==> src/rtl/window_loader.sv <==
// Fetches a KERNEL_SIZE x KERNEL_SIZE pixel window from image BRAM in row-major
// order and writes it into one of two window registers through a one-cycle read pipeline.
module window_loader #(
  parameter int KERNEL_SIZE     = 3,
  parameter int DATA_WIDTH      = 8,
  parameter int BRAM_ADDR_WIDTH = 10,
  parameter int IMG_WIDTH       = 28,
  parameter int WIN_ADDR_WIDTH  = 4
) (
  input  logic                       i_clk,
  input  logic                       i_rst,
  input  logic                       i_start,
  input  logic [BRAM_ADDR_WIDTH-1:0] i_base_addr,
  input  logic                       i_buf_sel,
  output logic [BRAM_ADDR_WIDTH-1:0] o_bram_addr,
  input  logic [DATA_WIDTH-1:0]      i_bram_data,
  output logic                       o_wr_en1,
  output logic                       o_wr_en2,
  output logic [WIN_ADDR_WIDTH-1:0]  o_wr_addr,
  output logic [DATA_WIDTH-1:0]      o_wr_data,
  output logic                       o_busy,
  output logic                       o_done,
  output logic [1:0]                 o_state
);

  localparam int N_ELEM = KERNEL_SIZE * KERNEL_SIZE;
  localparam int COL_W  = (KERNEL_SIZE > 1) ? $clog2(KERNEL_SIZE) : 1;

  localparam logic [COL_W-1:0]           COL_LAST = COL_W'(KERNEL_SIZE - 1);
  localparam logic [COL_W-1:0]           COL_ONE  = COL_W'(1);
  localparam logic [WIN_ADDR_WIDTH-1:0]  IDX_LAST = WIN_ADDR_WIDTH'(N_ELEM - 1);
  localparam logic [WIN_ADDR_WIDTH-1:0]  IDX_ONE  = WIN_ADDR_WIDTH'(1);
  localparam logic [BRAM_ADDR_WIDTH-1:0] ROW_STEP = BRAM_ADDR_WIDTH'(IMG_WIDTH);
  localparam logic [BRAM_ADDR_WIDTH-1:0] ADDR_ONE = BRAM_ADDR_WIDTH'(1);

  typedef enum logic [1:0] {
    IDLE  = 2'd0,
    FETCH = 2'd1,
    DONE  = 2'd2
  } state_t;

  state_t state;
  state_t state_nxt;
  logic   accept;

  logic                       buf_sel_q;
  logic [BRAM_ADDR_WIDTH-1:0] row_start;
  logic [COL_W-1:0]           col;
  logic                       rd_valid;
  logic [WIN_ADDR_WIDTH-1:0]  rd_idx;
  logic                       wr_valid;
  logic [WIN_ADDR_WIDTH-1:0]  wr_idx;

  always_ff @(posedge i_clk) begin
    if (i_rst) state <= IDLE;
    else       state <= state_nxt;
  end

  // Request handshake: i_start is a level request taken only while IDLE (o_busy and
  // o_done both low); once taken, o_busy stays high until the last element is
  // written, o_done pulses for one cycle, and the next request can be taken after it.
  always_comb begin
    state_nxt = state;
    accept    = 1'b0;
    o_busy    = 1'b0;
    o_done    = 1'b0;
    case (state)
      IDLE: begin
        if (i_start) begin
          accept    = 1'b1;
          state_nxt = FETCH;
        end
      end
      FETCH: begin
        o_busy = 1'b1;
        if (wr_valid && (wr_idx == IDX_LAST)) state_nxt = DONE;
      end
      DONE: begin
        o_done    = 1'b1;
        state_nxt = IDLE;
      end
      default: state_nxt = IDLE;
    endcase
  end

  // Read side walks the window with a column counter and a row-start pointer; the
  // write side trails it by one cycle to match the BRAM read latency.
  always_ff @(posedge i_clk) begin
    if (i_rst) begin
      buf_sel_q   <= 1'b0;
      row_start   <= '0;
      col         <= '0;
      o_bram_addr <= '0;
      rd_valid    <= 1'b0;
      rd_idx      <= '0;
      wr_valid    <= 1'b0;
      wr_idx      <= '0;
    end else begin
      wr_valid <= rd_valid;
      if (rd_valid) wr_idx <= rd_idx;

      if (accept) begin
        buf_sel_q   <= i_buf_sel;
        row_start   <= i_base_addr;
        o_bram_addr <= i_base_addr;
        col         <= '0;
        rd_idx      <= '0;
        rd_valid    <= 1'b1;
      end else if (rd_valid) begin
        if (rd_idx == IDX_LAST) begin
          rd_valid <= 1'b0;
        end else begin
          rd_idx <= rd_idx + IDX_ONE;
          if (col == COL_LAST) begin
            col         <= '0;
            row_start   <= row_start + ROW_STEP;
            o_bram_addr <= row_start + ROW_STEP;
          end else begin
            col         <= col + COL_ONE;
            o_bram_addr <= o_bram_addr + ADDR_ONE;
          end
        end
      end
    end
  end

  assign o_wr_en1  = wr_valid & ~buf_sel_q;
  assign o_wr_en2  = wr_valid &  buf_sel_q;
  assign o_wr_addr = wr_idx;
  assign o_wr_data = i_bram_data;
  assign o_state   = state;

endmodule

==> config.mk <==
export PLATFORM = sky130hd
export DESIGN_NAME = window_loader
export DESIGN_NICKNAME = d
export VERILOG_FILES = /design/src/rtl/window_loader.sv
export SDC_FILE = /design/constraint.sdc
export NUM_CORES = 1
export LEC_CHECK = 0
export ABC_AREA = 1
export BUFFER_PORTS_ARGS = -buffer_cell sky130_fd_sc_hd__buf_2
export CORE_MARGIN = 1.5
export CORE_UTILIZATION = 44
export CTS_CLUSTER_SIZE = 14
export DETAILED_ROUTE_END_ITERATION = 12
export GPL_TIMING_DRIVEN = 0
export PLACE_DENSITY = 0.77
export SETUP_SLACK_MARGIN = 0.5
export SYNTH_ARGS = -nofsm -noshare
export SYNTH_HDL_FRONTEND = slang
export SYNTH_SLANG_ARGS = --single-unit
export TNS_END_PERCENT = 10
==> constraint.sdc <==
create_clock -name i_clk -period 1.7 [get_ports i_clk]
set_clock_uncertainty 0.15 [all_clocks]
set_input_delay 0 -clock i_clk [delete_from_list [all_inputs] [get_ports i_clk]]
set_output_delay 0 -clock i_clk [all_outputs]
set_load 0.02 [all_outputs]
Word level (Yosys, flattened, before mapping). Index checks and enable logic that the tools add are counted.

Register bits after elaboration: 35. Latch bits: 0. RAM bits: 0. ROM bits: 0. Bits of input ports: 22. Output and inout bits: 28. Word-level logic and storage cells: 53. Memories: 0.

Add/subtract/negate cells: 4. Multiply operators: 0. Div/mod/pow operators: 0. Magnitude comparators: 0. Equality and inequality tests: 8. Shift operators: 0. Muxes and demuxes: 19. Bitwise gates (word level): 4. Reductions and logical operators: 9.

Operator list (count): $mux 10 (8); $add 10x1->10 const B (1); $add 10x5->10 const B (1); $eq 4x4->1 const B (2); $mux 1 (7); $mux 2 (3); $ne 2x2->1 const B (3); $reduce_and 2->1 (3); $add 4x1->4 const B (1); $eq 2x2->1 const B (2); $pmux 2 s2 (1); $reduce_bool 2->1 (2); $reduce_and 3->1 (1); $add 2x1->2 const B (1); $and 1x1->1 (2); $eq 2x1->1 const B (1); $logic_not 2->1 (1); $not 1->1 (2); $reduce_or 2->1 (1); $logic_and 1x1->1 (1).

Longest topological paths before layout.
Word-level depth: 5. Mapped depth: 11. Gate-level depth less buffers: 11.

Least setup slack after synthesis. No wires, ideal clock.

Path type: reg-to-reg. Start point: reg rd_idx[0]. End point: reg o_bram_addr[2]. Library setup time: 0.131 ns. Arrival: 1.319 ns. Required time: 1.419 ns. Slack: 0.100 ns. Cell stages (with the launch flop): 11. Path buffers: 1. Period minus slack after synthesis: 1.600 ns. Cell sequence: dfxtp_1 inv_1 ha_1 nand2_1 nand2_1 nand2_4 nor2_8 inv_2 buf_6 o21ai_0 a31oi_1.

Word-level cells in the longest chain between the ends: 3.

Ends and longest elaborated chain: start, declared (RTL line 50) `logic [WIN_ADDR_WIDTH-1:0] rd_idx;`; start signal, assigned (RTL line 113) `rd_idx <= rd_idx + IDX_ONE;`; $eq 4x4->1 (RTL line 110) `if (rd_idx == IDX_LAST) begin`; $ne 2x2->1 (no source line); $reduce_and 2->1 (no source line); end signal, assigned (RTL line 105) `o_bram_addr <= i_base_addr;`; end signal, assigned (RTL line 117) `o_bram_addr <= row_start + ROW_STEP;`; end signal, assigned (RTL line 120) `o_bram_addr <= o_bram_addr + ADDR_ONE;`; end, declared (RTL line 15) `output logic [BRAM_ADDR_WIDTH-1:0] o_bram_addr,`.

Every way passes these cells. A chain may end at the register's enable or synchronous reset.

Worst setup path in the final report.
Start point: reg rd_idx[1]. End point: reg o_bram_addr[3].

Same word-level chain as after synthesis.

==> impl_metrics.csv <==
group,metric,value,unit
sta,fin_setup_tns,0,ns
yosys,synth-compound-area-share,21.24,%
yosys,muxShareOfSynthArea,0,%
sta,slew_viol_final,0,
clock_network,clk_latency,0.30,ns
final_layout,fin_nets,370,
critical_path,path_max_fanout,5,
final_layout,antenna_cells,0,
routing,top_layer,"met4",
sta,fmax,630.6,MHz
clock_network,cts_tree,"built",
critical_path,regToRegEndpoint,"o_bram_addr[3]",
yosys,synth-adder-area-share,2.559,%
routing,vias_per_cell,5.316,
grt,grt_pass1_wl,8687,µm
floorplanning,rows,24,
sta,slew_headroom,60.81,%
routing,ant_nets,0,
final_layout,final_common_cell,"nand2_1",
sta,fin_crit_sh,93.29,%
final_layout,drive_above_1_share,35.76,%
critical_path,crit_type,"reg -> reg",
clock_network,clock-sinks,35,
power,vdd_drop_max,0.4374,mV
yosys,synthXorXnorAreaFrac,2.239,%
clock_network,clkTransAtPathRegs,0.07,ns
grt,overflow,0,
hold_path,hold_end,"o_bram_addr[2]",
placement,io_buffers,41,
grt,antenna_found_initial,0,
power,p_sw,786.7,µW
power,pwr-share-clk,31.2,%
critical_path,cp-end-kind,"flip-flop",
power,swShare,32.96,%
routing,wirelength,5520,µm
floorplanning,start_util,45.23,%
sta,min_period,1.586,ns
hold_path,min_from,"i_rst",
grt,grt_pass1_vias,1934,
routing,wl_met2,2609,µm
power,sequentialPowerShare,40.7,%
yosys,synthSimpleGateAreaFrac,24.89,%
critical_path,rr_worst_depth,10,
clock_network,htree_levels,2,
yosys,synthCells,270,
routing,drc_errors,0,
final_layout,final_cell_mix,"48 x nand2_1, 42 x buf_2, 30 x a21oi_1",
placement,dp.final_hpwl,3434,µm
grt,grt_max_degree,12,
critical_path,critPathRequiredTime,1.73,ns
floorplanning,ios,50,
critical_path,slowest_delay,0.33,ns
sta,rsz0062_at_grt,"true",
hold_path,worstHoldPathType,"in -> reg",
floorplanning,coreArea,0.004324,mm²
critical_path,r2r_setup_slack,0.11,ns
grt,grtUsageTotal,21.99,%
sta,setup-violations-final,0,
run_status,status,"complete, no violations",
critical_path,critPathSlowestCell,"dfxtp_2",
floorplanning,die_area,0.004853,mm²
final_layout,syn_to_final_growth,38.32,%
sta,hold_viol,0,
yosys,synth-warning-count,0,
floorplanning,die_h,69.67,µm
power,power_density,882.2,mW/mm²
power,p_int,1.600,mW
floorplanning,dieWidth,69.67,µm
power,p_comb_share,28.2,%
critical_path,critPathMostFrequentCell,"nand2_4",
placement,place.gp.congestion,0.8240,
sta,tightest_slew,0.5878,ns
routing,m1WireLength,2325,µm
critical_path,path_cells,"inv_2, ha_4, nand2_4, nand2_4, nand2_4, nor2_8, inv_4, buf_6, o211ai_2, nor2_1",
yosys,synth_area,0.001956,mm²
yosys,yosys_register_bits,35,
hold_path,hold_depth,4,
placement,dpl_cell_area,0.002256,mm²
power,p_leak,1.241,nW
routing,drtIter0Drc,162,
job,maxCapViolations,0,
clock_network,root_buffer,"clkbuf_8",
yosys,avgSynthCellArea,7.243,µm²
routing,wl_per_cell,13.94,µm
clock_network,cts_buffers,5,
yosys,synth_top_family_by_area,"simple AND/OR/NAND/NOR gates",
routing,num_vias,2105,
final_layout,final_area,0.002705,mm²
critical_path,cp-start-kind,"flip-flop",
yosys,synth_cell_type_count,36,
yosys,syn_nets,296,
routing,drtPass1Iterations,5,
critical_path,crit_start,"rd_idx[1]",
critical_path,rr_startpoint,"rd_idx[1]",
critical_path,cp.arrival,1.62,ns
clock_network,clockBufferDepth,2,
routing,dr_wl_met3,433,µm
yosys,ys_seq_area_share,35.83,%
==> routing by layer <==
| metal | global-route usage (%) | vias to the layer above |
|---|---|---|
| met5 | 0 | - |
| met4 | 10.68 | 0 |
| met3 | 3.924 | 17 |
| met2 | 34.83 | 91 |
| met1 | 28.92 | 960 |
| li1 | - | 1037 |
==> power by group through the flow <==
| stage | Sequential, mW | Clock (mW) | Combinational [mW] |
|---|---|---|---|
| floorplan | 1.01 | 0 | 0.363 |
| global placement | 0.979 | 0 | 0.536 |
| detailed placement | 0.981 | 0 | 0.546 |
| CTS | 0.963 | 0.750 | 0.608 |
| global route | 0.980 | 0.777 | 0.733 |
| finish | 0.970 | 0.744 | 0.672 |
==> state kept, by name (all words and copies together), names as in the netlist <==
signal       cells
buf_sel_q        1
rd_valid         1
o_state          2
wr_valid         1
rd_idx           4
o_wr_addr        4
col              2
row_start       10
o_bram_addr     10
==> synthesized netlist by cell type <==
| cell | n | area share [%] |
|---|---|---|
| inv_1 | 30 | 5.8 |
| buf_8 | 1 | 0.77 |
| o21ai_0 | 26 | 6.7 |
| nor3_1 | 1 | 0.26 |
| o31ai_1 | 1 | 0.38 |
| nand4_1 | 5 | 1.6 |
| ha_1 | 4 | 2.6 |
| xor2_1 | 3 | 1.3 |
| a221oi_1 | 1 | 0.45 |
| inv_2 | 5 | 0.96 |
| a211oi_2 | 1 | 0.64 |
| clkbuf_1 | 1 | 0.19 |
| buf_4 | 8 | 3.1 |
| nand2_4 | 1 | 0.58 |
| nor2_2 | 1 | 0.32 |
| nor2_4 | 1 | 0.58 |
| a211oi_1 | 2 | 0.77 |
| buf_2 | 2 | 0.51 |
| inv_4 | 2 | 0.64 |
| nand2_2 | 1 | 0.32 |
| nand2_1 | 51 | 9.8 |
| o21ai_1 | 7 | 1.8 |
| o211ai_2 | 1 | 0.64 |
| o22ai_1 | 1 | 0.32 |
| buf_1 | 1 | 0.19 |
| a31oi_1 | 3 | 0.96 |
| a21oi_2 | 1 | 0.45 |
| nand3_4 | 1 | 0.90 |
| buf_6 | 2 | 1.2 |
| a21oi_1 | 32 | 8.2 |
| dfxtp_1 | 35 | 36 |
| nor2_8 | 3 | 3.1 |
| nand3_1 | 16 | 4.1 |
| nor2_1 | 16 | 3.1 |
| xnor2_1 | 2 | 0.90 |
| nor4_1 | 1 | 0.32 |
==> how the worst max path moves through the flow <==
stage / end / slack, ns / cells past startpoint
finish: o_bram_addr[3] / 0.11 / 10
CTS: o_bram_addr[7] / 0.16 / 11
global placement: o_bram_addr[2] / 0.09 / 10
global route: o_bram_addr[6] / 0.03 / 7
floorplan: o_bram_addr[3] / 0.20 / 10
detailed placement: o_bram_addr[1] / 0.06 / 10
==> repair_timing <==
action	in CTS	in global routing
endpoints found under the hold margin	22	4
cloned	1	0
setup endpoints to repair	28	33
pin swaps	4	6
setup buffers	9	4
gates resized for setup	8	22
hold buffers	11	1
==> kinds of logic after synthesis <==
group           after synthesis
xor+xnor                      5
flops                        35
simple gates                 98
buf+inv                      52
compound gates               76
fa+ha+maj                     4
==> layout make-up <==
| cell class | count | area, µm² |
|---|---|---|
| fillers | 380 | 1619 |
| multi-input cells | 183 | 1095 |
| flip-flops and latches | 35 | 713.2 |
| repair buffers | 67 | 454.2 |
| inverters | 37 | 148.9 |
| plain buffers | 15 | 122.6 |
| clock buffers | 5 | 68.82 |
| well taps | 52 | 65.06 |
| clock inverters | 2 | 37.54 |
==> critical path: cells and delay by family (launching register included) <==
family | cells | cell delay, ns
AND/OR/NAND/NOR | 5 | 0.42
flip-flops | 1 | 0.33
buffers and inverters | 3 | 0.28
adder cells (fa/ha/maj) | 1 | 0.15
AO/OA/AOI/OAI | 1 | 0.15
==> stage by stage <==
step / worst slack, ns / std cells / hold slack [ns] / util [%] / power [mW]
5_1_grt: 0.03417 / 396 / 0.07133 / 62.56 / 2.490
3_5_place_dp: 0.06492 / 363 / 0.06691 / 52.17 / 1.527
4_1_cts: 0.1573 / 391 / -0.1200 / 59.43 / 2.320
2_1_floorplan: 0.1995 / 270 / -0.03741 / - / 1.376
3_3_place_gp: 0.08699 / 363 / 0.06720 / 52.17 / 1.515
6_report: 0.1141 / 396 / 0.04806 / 62.56 / 2.386
Power figures use the tool's default switching activity.
